[src/rtl/icache_pkg.sv]
// Shared types and address-field width helpers for the N-way instruction cache.
package icache_pkg;

  typedef logic [31:0] word_t;

  typedef enum logic {
    IDLE = 1'b0,
    FILL = 1'b1
  } icache_state_t;

  // Bits selecting a word inside a block (may be 0).
  function automatic int woff_width(input int words);
    return $clog2(words);
  endfunction

  // Bits selecting a set.
  function automatic int index_width(input int sets);
    return $clog2(sets);
  endfunction

  // Bits needed to name a way / hold an age (may be 0).
  function automatic int way_width(input int ways);
    return $clog2(ways);
  endfunction

  // Whatever is left of the 30-bit word address after offset and index.
  function automatic int tag_width(input int sets, input int words);
    return 30 - $clog2(words) - $clog2(sets);
  endfunction

  // Storage width for a field that may legitimately be 0 bits wide.
  function automatic int field_width(input int w);
    return (w < 1) ? 1 : w;
  endfunction

endpackage

[src/rtl/icache_lru.sv]
// True-LRU age tracking per set plus victim choice for the N-way icache.
module icache_lru
  import icache_pkg::*;
#(
  parameter int SETS = 8,
  parameter int WAYS = 2
) (
  input  logic                                  clk_i,
  input  logic                                  rst_i,
  input  logic [index_width(SETS)-1:0]          idx_i,
  input  logic                                  acc_valid_i,
  input  logic [field_width(way_width(WAYS))-1:0] acc_way_i,
  input  logic [WAYS-1:0]                       valid_i,
  output logic [field_width(way_width(WAYS))-1:0] victim_o
);

  localparam int IDX_W  = index_width(SETS);
  localparam int WAY_SW = field_width(way_width(WAYS));
  localparam int NWP    = 1 << WAY_SW;  // way slots padded so the way index is fully decoded

  logic [WAY_SW-1:0] ages_q [SETS][NWP];
  logic [WAY_SW-1:0] row_q  [NWP];
  logic [WAY_SW-1:0] row_d  [NWP];
  logic [WAY_SW-1:0] acc_age;
  logic              found_inv;

  assign acc_age = row_q[acc_way_i];

  // Accessed way becomes youngest; every way younger than it ages by one.
  genvar gi;
  generate
    for (gi = 0; gi < NWP; gi++) begin : g_age
      assign row_q[gi] = ages_q[idx_i][gi];
      if (gi < WAYS) begin : g_live
        assign row_d[gi] = (acc_way_i == WAY_SW'(gi)) ? '0 :
                           (row_q[gi] < acc_age)      ? row_q[gi] + 1'b1 :
                                                        row_q[gi];
      end else begin : g_pad
        assign row_d[gi] = row_q[gi];
      end
    end
  endgenerate

  // Victim: lowest-index invalid way, else the oldest way.
  always_comb begin
    victim_o  = '0;
    found_inv = 1'b0;
    for (int w = WAYS - 1; w >= 0; w--) begin
      if (!valid_i[w]) begin
        victim_o  = WAY_SW'(w);
        found_inv = 1'b1;
      end
    end
    if (!found_inv) begin
      for (int w = 0; w < WAYS; w++) begin
        if (row_q[w] == WAY_SW'(WAYS - 1)) victim_o = WAY_SW'(w);
      end
    end
  end

  // Age storage; reset gives way w age w so ages start as a permutation.
  always_ff @(posedge clk_i or posedge rst_i) begin
    if (rst_i) begin
      for (int s = 0; s < SETS; s++) begin
        for (int w = 0; w < NWP; w++) begin
          ages_q[s][w] <= WAY_SW'(w);
        end
      end
    end else if (acc_valid_i) begin
      ages_q[idx_i] <= row_d;
    end
  end

endmodule

[src/rtl/icache_nway.sv]
// N-way set-associative instruction cache with true-LRU replacement,
// multi-word block fill, global invalidate and hit/miss counters.
module icache_nway
  import icache_pkg::*;
#(
  parameter int SETS  = 8,
  parameter int WAYS  = 2,
  parameter int WORDS = 2
) (
  input  logic        CLK,
  input  logic        RST,
  input  logic        imemREN,
  input  logic [31:0] imemaddr,
  output logic        ihit,
  output logic [31:0] imemload,
  input  logic        icache_inv,
  output logic        iREN,
  output logic [31:0] iaddr,
  input  logic        iwait,
  input  logic [31:0] iload,
  output logic [31:0] hit_cnt,
  output logic [31:0] miss_cnt
);

  localparam int WOFF_W = woff_width(WORDS);
  localparam int IDX_W  = index_width(SETS);
  localparam int TAG_W  = tag_width(SETS, WORDS);
  localparam int OFF_SW = field_width(WOFF_W);
  localparam int WAY_SW = field_width(way_width(WAYS));
  localparam int NWP    = 1 << WAY_SW;   // padded way slots
  localparam int NWD    = 1 << OFF_SW;   // padded word slots
  localparam int IDX_SH = 2 + WOFF_W;
  localparam int TAG_SH = 2 + WOFF_W + IDX_W;

  // Cache storage
  logic [NWP-1:0]   valid_q [SETS];
  logic [TAG_W-1:0] tag_q   [SETS][NWP];
  word_t            data_q  [SETS][NWP][NWD];

  // FSM and fill bookkeeping
  icache_state_t     state_q,    state_d;
  logic [OFF_SW-1:0] cnt_q,      cnt_d;
  logic [TAG_W-1:0]  tag_lat_q,  tag_lat_d;
  logic [IDX_W-1:0]  idx_lat_q,  idx_lat_d;
  logic [WAY_SW-1:0] victim_q,   victim_d;
  logic [31:0]       hit_cnt_q,  hit_cnt_d;
  logic [31:0]       miss_cnt_q, miss_cnt_d;

  // Request decode
  logic [OFF_SW-1:0] req_woff;
  logic [IDX_W-1:0]  req_idx;
  logic [TAG_W-1:0]  req_tag;
  logic [WAYS-1:0]   match;
  logic              hit_any;
  logic [WAY_SW-1:0] hit_way;
  logic              miss;
  logic              wr_word;
  logic              fill_last;

  // LRU interface
  logic [IDX_W-1:0]  lru_idx;
  logic              lru_acc;
  logic [WAY_SW-1:0] lru_way;
  logic [WAY_SW-1:0] lru_victim;
  logic [31:0]       fill_addr;

  assign req_woff = OFF_SW'((imemaddr >> 2) & 32'(WORDS - 1));
  assign req_idx  = IDX_W'(imemaddr >> IDX_SH);
  assign req_tag  = TAG_W'(imemaddr >> TAG_SH);

  genvar gi;
  generate
    for (gi = 0; gi < WAYS; gi++) begin : g_match
      assign match[gi] = valid_q[req_idx][gi] && (tag_q[req_idx][gi] == req_tag);
    end
  endgenerate

  assign hit_any = |match;

  // Encode the matching way (tags are unique within a set, so at most one).
  always_comb begin
    hit_way = '0;
    for (int w = 0; w < WAYS; w++) begin
      if (match[w]) hit_way = WAY_SW'(w);
    end
  end

  assign ihit      = (state_q == IDLE) && imemREN && hit_any && !icache_inv;
  assign miss      = (state_q == IDLE) && imemREN && !hit_any && !icache_inv;
  assign wr_word   = (state_q == FILL) && !iwait && !icache_inv;
  assign fill_last = wr_word && (cnt_q == OFF_SW'(WORDS - 1));
  assign imemload  = ihit ? data_q[req_idx][hit_way][req_woff] : '0;

  assign fill_addr = (32'(tag_lat_q) << TAG_SH) | (32'(idx_lat_q) << IDX_SH) | (32'(cnt_q) << 2);
  assign iREN      = (state_q == FILL);
  assign iaddr     = (state_q == FILL) ? fill_addr : '0;
  assign hit_cnt   = hit_cnt_q;
  assign miss_cnt  = miss_cnt_q;

  // During a fill the LRU looks at the latched set; otherwise at the request.
  assign lru_idx = (state_q == FILL) ? idx_lat_q : req_idx;
  assign lru_acc = ihit || fill_last;
  assign lru_way = (state_q == FILL) ? victim_q : hit_way;

  icache_lru #(
    .SETS (SETS),
    .WAYS (WAYS)
  ) u_lru (
    .clk_i       (CLK),
    .rst_i       (RST),
    .idx_i       (lru_idx),
    .acc_valid_i (lru_acc),
    .acc_way_i   (lru_way),
    .valid_i     (valid_q[lru_idx][WAYS-1:0]),
    .victim_o    (lru_victim)
  );

  // Next-state logic: invalidate overrides everything, then IDLE/FILL handling.
  always_comb begin
    state_d    = state_q;
    cnt_d      = cnt_q;
    tag_lat_d  = tag_lat_q;
    idx_lat_d  = idx_lat_q;
    victim_d   = victim_q;
    hit_cnt_d  = ihit ? hit_cnt_q + 32'd1 : hit_cnt_q;
    miss_cnt_d = miss_cnt_q;
    if (icache_inv) begin
      state_d = IDLE;
      cnt_d   = '0;
    end else begin
      case (state_q)
        IDLE: begin
          if (miss) begin
            state_d    = FILL;
            cnt_d      = '0;
            tag_lat_d  = req_tag;
            idx_lat_d  = req_idx;
            victim_d   = lru_victim;
            miss_cnt_d = miss_cnt_q + 32'd1;
          end
        end
        FILL: begin
          if (!iwait) begin
            if (fill_last) begin
              state_d = IDLE;
              cnt_d   = '0;
            end else begin
              cnt_d = cnt_q + 1'b1;
            end
          end
        end
        default: state_d = IDLE;
      endcase
    end
  end

  // FSM, fill latches and performance counters.
  always_ff @(posedge CLK or posedge RST) begin
    if (RST) begin
      state_q    <= IDLE;
      cnt_q      <= '0;
      tag_lat_q  <= '0;
      idx_lat_q  <= '0;
      victim_q   <= '0;
      hit_cnt_q  <= '0;
      miss_cnt_q <= '0;
    end else begin
      state_q    <= state_d;
      cnt_q      <= cnt_d;
      tag_lat_q  <= tag_lat_d;
      idx_lat_q  <= idx_lat_d;
      victim_q   <= victim_d;
      hit_cnt_q  <= hit_cnt_d;
      miss_cnt_q <= miss_cnt_d;
    end
  end

  // Valid bits: cleared by reset or invalidate, set only when the last word lands.
  always_ff @(posedge CLK or posedge RST) begin
    if (RST) begin
      for (int s = 0; s < SETS; s++) valid_q[s] <= '0;
    end else if (icache_inv) begin
      for (int s = 0; s < SETS; s++) valid_q[s] <= '0;
    end else if (fill_last) begin
      valid_q[idx_lat_q][victim_q] <= 1'b1;
    end
  end

  // Tag and data arrays carry no reset; valid bits guard them.
  always_ff @(posedge CLK) begin
    if (wr_word) data_q[idx_lat_q][victim_q][cnt_q] <= iload;
    if (fill_last) tag_q[idx_lat_q][victim_q] <= tag_lat_q;
  end

endmodule

[config.mk]
export PLATFORM = sky130hd
export DESIGN_NAME = icache_nway
export DESIGN_NICKNAME = d
export VERILOG_FILES = /design/src/rtl/icache_pkg.sv /design/src/rtl/icache_lru.sv /design/src/rtl/icache_nway.sv
export SDC_FILE = /design/constraint.sdc
export NUM_CORES = 2
export LEC_CHECK = 0
export CAP_MARGIN = 15
export CORE_UTILIZATION = 55
export DETAILED_ROUTE_END_ITERATION = 10
export GPL_ROUTABILITY_DRIVEN = 1
export PLACE_DENSITY = 0.8
export SYNTH_ARGS = -nofsm -noshare
export SYNTH_HDL_FRONTEND = slang
export SYNTH_SLANG_ARGS = --single-unit
[constraint.sdc]
create_clock -name CLK -period 7.4 [get_ports CLK]
set_input_delay 0.74 -clock CLK [delete_from_list [all_inputs] [get_ports CLK]]
set_output_delay 0.74 -clock CLK [all_outputs]
set_load 0.005 [all_outputs]
After elaboration in Yosys (flattened, before gate mapping):

Memory sizes are Yosys's and may differ from the RTL's.
Index checks and enable logic that the tools add are counted.
Widths: inputs -> output; s select.

* add/subtract/negate cells: 5
* magnitude comparators: 16
* equality and inequality tests: 4
* multiplexer cells: 62
* bitwise gates (word level): 13
* reduce and logical (&&, ||, !) cells: 23

Operators with widths (number)
* $mux 64: 4
* $mux 32: 6
* $mux 128: 1
* $add 32x1->32 const B: 2
* $demux 64 s1: 1
* $eq 26x26->1: 2
* $mux 52: 1
* $demux 32 s1: 1
* $mux 16: 2
* $or 32x3->32: 1
* $or 32x6->32: 1
* $demux 26 s1: 1
* $mux 1: 26
* $mux 26: 1
* $bmux 2 s3: 3
* $bwmux 16: 1
* $mux 2: 8
* $or 16x16->16: 1
* $logic_and 1x1->1: 15
* $demux 2 s3: 2
* $ge 4x4->1 const B: 3
* $not 3->4: 3
* $ge 2x2->1 const B: 5
* $not 1->2: 5
* other kinds (17): 27

* register bits: 128
* RAM bits: 1440
* output and inout port bits: 130
* word-level logic and storage cells: 156
* memories: 2

Memory list
* data_q: words 8, width 128, rd ports 1, clocked after memory_dff 0, wr ports 1, line icache_nway.sv:38 `word_t data_q [SETS][NWP][NWD];`
* tag_q: words 8, width 52, rd ports 1, clocked after memory_dff 0, wr ports 1, line icache_nway.sv:37 `logic [TAG_W-1:0] tag_q [SETS][NWP];`

Depth between registers and ports, before layout:

* depth after elaboration: 15
* gate-level depth with buffers: 16
* mapped depth without buffers: 9

Cells and area by module:

From an unflattened synthesis, not the netlist that was laid out.

* cells, all modules: 3261
* area total of the unflattened synthesis: 62173.4 µm²

By module, submodules not included
* icache_nway: instances 1, cells an instance 3157, area each 61107.4 µm², seq. area each 46044.2 µm²
* icache_lru: instances 1, cells an instance 104, area each 1066.0 µm², seq. area each 410.4 µm²

Worst setup path after synthesis:

OpenSTA, ideal clock, no wires.

* path type: input port to output port
* start: input imemaddr[5]
* end: output imemload[10]
* data arrival time: 3.429 ns
* path slack: 3.231 ns
* cell stages on the path: 13
* path through: buf_2 > buf_2 > buf_2 > mux4_2 > mux2i_1 > xor2_1 > o2111ai_1 > nor4_1 > nand4_1 > a21oi_1 > or2b_1 > clkbuf_1 > o22ai_1

* cells in the longest elaborated chain, start to end: 14
* elaborated cells on any way between the ends: 22
* those cells by class: eq/ne (2); mux (11); bitwise (2); reduce/logical (5); memory (2)

RTL lines
* start, declared: line icache_nway.sv:13 `input logic [31:0] imemaddr,`
* parallel branches: the longest is 13 deep, another holds $mem_v2 8x52
* $mux 32 (*): line icache_nway.sv:92 `assign imemload = ihit ? data_q[req_idx][hit_way][req_woff] : '0;`
* end, declared: line icache_nway.sv:15 `output logic [31:0] imemload,`

Mark *: on every way between the ends. The select of a mux whose other input is x is not followed.

Worst setup path in the final report:

* start: input imemaddr[4]
* end: output imemload[31]

Same word-level chain as after synthesis.

==> flow_metrics.py <==
metrics = {
    "status": {
        "run_status": "finished clean",
    },
    "sta": {
        "finalCritPeriodShare": 0.893,
        "tightest_slew_ps": 1170,
        "period_minus_slack_ps": 6610,
        "finalHoldViolations": 0,
        "skew_ps": 43.4,
        "final_max_slew_viol_count": 0,
        "fin_setup_tns_ps": 0,
        "timing.fmax_mhz": 151,
        "slew_headroom": 0.223,
        "final-setup-viol-count": 0,
        "rsz0062_at_grt": "no",
        "whs_ps": 473,
    },
    "worst_setup_path": {
        "path_max_fanout": 72,
        "required_ps": 6660,
        "crit_cells": 14,
        "path_buf_inv": 5,
        "cp-end-kind": "primary output",
        "worstRegToRegCells": 6,
        "regToRegSetupSlack_ps": 2730,
        "cpPeakStageDelay_ps": 720,
        "cp_slowest_cell": "buf_4",
        "crit_family": "buffers and inverters",
        "path_class": "in -> out",
        "start_kind": "primary input",
        "cpMostUsedCell": "buf_12",
        "cp.arrival_ps": 5870,
        "crit_chain": "buf_8 -> buf_4 -> nand2_1 -> o22a_1 -> a21oi_1 -> o2111ai_1 -> nor4_1 -> and4b_4 -> buf_12 -> buf_12 -> mux2i_1 -> mux2_2 -> o22ai_1 -> clkdlybuf4s50_1",
    },
    "route": {
        "firstDrtPassIters": 5,
        "wl_met3_um": 14500,
        "maxUsedRoutingLayer": "met5",
        "drt-total-wl_um": 149000,
        "vias_per_cell": 6.43,
        "num_vias": 31700,
        "ant_nets": 0,
        "dr_wl_met2_um": 74800,
        "drc": 0,
        "drt-met1-wl_um": 55300,
        "dr.first_iter.drc_count": 3735,
        "wl_per_cell_um": 30.2,
    },
    "clocking": {
        "clk_pin_slew_worst_paths_ps": 60,
        "root_buffer": "clkbuf_16",
        "cts-htree-levels": 4,
        "cts.sinks": 1568,
        "post_cts_buffers": 0,
        "cts_tree": "done",
        "clock_latency_ps": 780,
        "numCtsBuffers": 152,
        "clk_path_buf_depth": 3,
        "cts-hold-fix-buffers": 0,
        "cts_resized": 0,
    },
    "synth": {
        "synth_edf_count": 1440,
        "ys_warn_count": 0,
        "synthSimpleGateAreaFrac": 0.0290,
        "yosysSeqAreaShare": 0.750,
        "ys_async_sr_fraction": 0.0816,
        "synth_ff_type": "edfxtp_1",
        "synth_top_family_by_area": "multiplexers",
        "synth.avg_cell_area_um2": 20.4,
        "synthCells": 3039,
        "synth_adder_area_share": 0.000404,
        "ys_types": 54,
        "synth_mux_area_frac": 0.177,
        "synth_compound_gate_area_share": 0.0168,
        "synthXorXnorAreaFrac": 0.0126,
        "ys_ff_latch": 1568,
        "synth_area_um2": 61900,
    },
    "die": {
        "die_width_um": 338,
        "die_y_um": 338,
        "row_count": 122,
        "core_area_um2": 111000,
        "io_pins": 199,
        "initial_utilization": 0.557,
        "die_area_um2": 114000,
    },
    "global_routing": {
        "antenna_found_initial": 8,
        "grt_util_all_layers": 0.264,
        "grt_max_degree": 125,
        "grt_pass1_wl_um": 216000,
        "grt_overflow": 0,
        "grt_pass1_vias": 32500,
    },
    "flow_run": {
        "drv_cap": 0,
    },
    "power": {
        "finalPower_mw": 18.8,
        "leakagePower_nw": 22.8,
        "ir_drop_uv": 207,
        "powerDensity_nw_per_um2": 264,
    },
    "place": {
        "place_hpwl_um": 79400,
        "gp_congestion": 0.798,
        "port_buffers": 194,
    },
    "final_layout": {
        "fin_nets": 3392,
        "drive_gt1_frac": 0.258,
        "syn_to_final_growth_pct": 14.8,
    },
    "worst_hold_path": {
        "hold_class": "in -> async",
    },
}
==> worst register-to-register path: stages, from the launching register on <==
cell	delay [ps]
dfrtp_1	570
buf_4	460
inv_2	180
nor4_1	960
nand2_1	740
nor2_4	840
buf_4	530
==> synthesized netlist by cell type (all sizes together) (4+ instances only) <==
cell type,instances,share of area
clkbuf,70,0.0043
o21a,4,0.00049
a21oi,7,0.00057
nand2,58,0.0036
edfxtp,1440,0.70
nand4,33,0.0033
a221oi,5,0.00071
buf,89,0.0088
mux4,308,0.11
xor2,46,0.0065
nor2,105,0.0064
o211ai,10,0.0012
or3,22,0.0022
o22ai,87,0.0088
xnor2,43,0.0061
and3,9,0.00091
nand3,22,0.0018
mux2,197,0.036
and2,36,0.0036
o2111ai,5,0.00071
and4,4,0.00057
dfrtp,120,0.048
inv,19,0.0012
o21ai,31,0.0025
nand2b,10,0.0010
nor4,16,0.0016
dfstp,8,0.0034
nor3,26,0.0021
mux2i,178,0.029
==> cell usage in the layout, fill, tap and decap left out, drive strengths merged, types with 33 or more instances in the layout <==
cell | Yosys | final
xor2 | 46 | 46
edfxtp | 1440 | 1440
mux4 | 308 | 308
and2 | 36 | 36
xnor2 | 43 | 43
mux2i | 178 | 178
mux2 | 197 | 197
clkinv | 0 | 55
nand2 | 58 | 58
dfrtp | 120 | 120
clkdlybuf4s50 | 0 | 191
buf | 89 | 95
o22ai | 87 | 87
clkbuf | 70 | 197
nand4 | 33 | 33
nor2 | 105 | 105
==> routing by layer <==
layer / vias up / global-route usage
met2: 1917 / 0.439
met4: 8 / 0.0958
met5: - / 0
li1: 13000 / -
met3: 305 / 0.0539
met1: 16500 / 0.348
==> registers in the layout, indices dropped and copies added (netlist names) <==
register      flops
data_q         1024
miss_cnt         32
idx_lat_q         3
victim_q          1
tag_lat_q        26
iREN              1
tag_q           416
hit_cnt          32
valid_q          16
cnt_q             1
u_lru.ages_q     16
==> path summary, 6_finish.rpt <==
path | startpoint | to
max | imemaddr[4] | imemload[31]
min | RST | hit_cnt[8]$_DFFE_PP0P_
max reg2reg | iREN$_DFF_PP0_ | data_q[5][38]$_DFFE_PP_
min reg2reg | miss_cnt[31]$_DFFE_PP0P_ | miss_cnt[31]$_DFFE_PP0P_
max in group asynchronous | RST | miss_cnt[17]$_DFFE_PP0P_
min in group CLK | miss_cnt[31]$_DFFE_PP0P_ | miss_cnt[31]$_DFFE_PP0P_
==> stage by stage <==
| step | instance area (um2) | utilization | setup WS [ps] | cells |
|---|---|---|---|---|
| after floorplan | 61900 | - | 3230 | 3040 |
| after global placement | 66100 | 0.594 | 888 | 4654 |
| after detailed placement | 66100 | 0.594 | 805 | 4654 |
| after CTS | 71100 | 0.640 | 769 | 4934 |
| after global routing | 71100 | 0.640 | 505 | 4938 |
| final | 71100 | 0.640 | 794 | 4938 |
==> cell type report <==
class                   instances  area (um2)
clock inverters                83         908
well taps                    1488        1860
inverters                      19        76.3
repair buffers                286        2730
multi-input cells            1294       15000
diodes                          3        7.51
fillers                      7127       40000
flip-flops and latches       1568       46500
clock buffers                 197        4120
==> cell families (layout without fill, tap and decap cells) <==
family | Yosys count | count (layout)
simple gates | 357 | 357
buf+inv | 178 | 585
fa+ha+maj | 2 | 2
xor+xnor | 89 | 89
flops | 1568 | 1568
mux | 683 | 683
compound gates | 161 | 161
other cells | 1 | 5
==> power breakdown <==
| group | switching (mW) | total [mW] | internal (mW) |
|---|---|---|---|
| sequential | 0.179 | 10.0 | 9.87 |
| clock | 3.32 | 7.80 | 4.48 |
| combinational | 0.523 | 0.942 | 0.419 |
| total | 4.03 | 18.8 | 14.8 |
No activity file was read; power rests on OpenSTA's default activity.
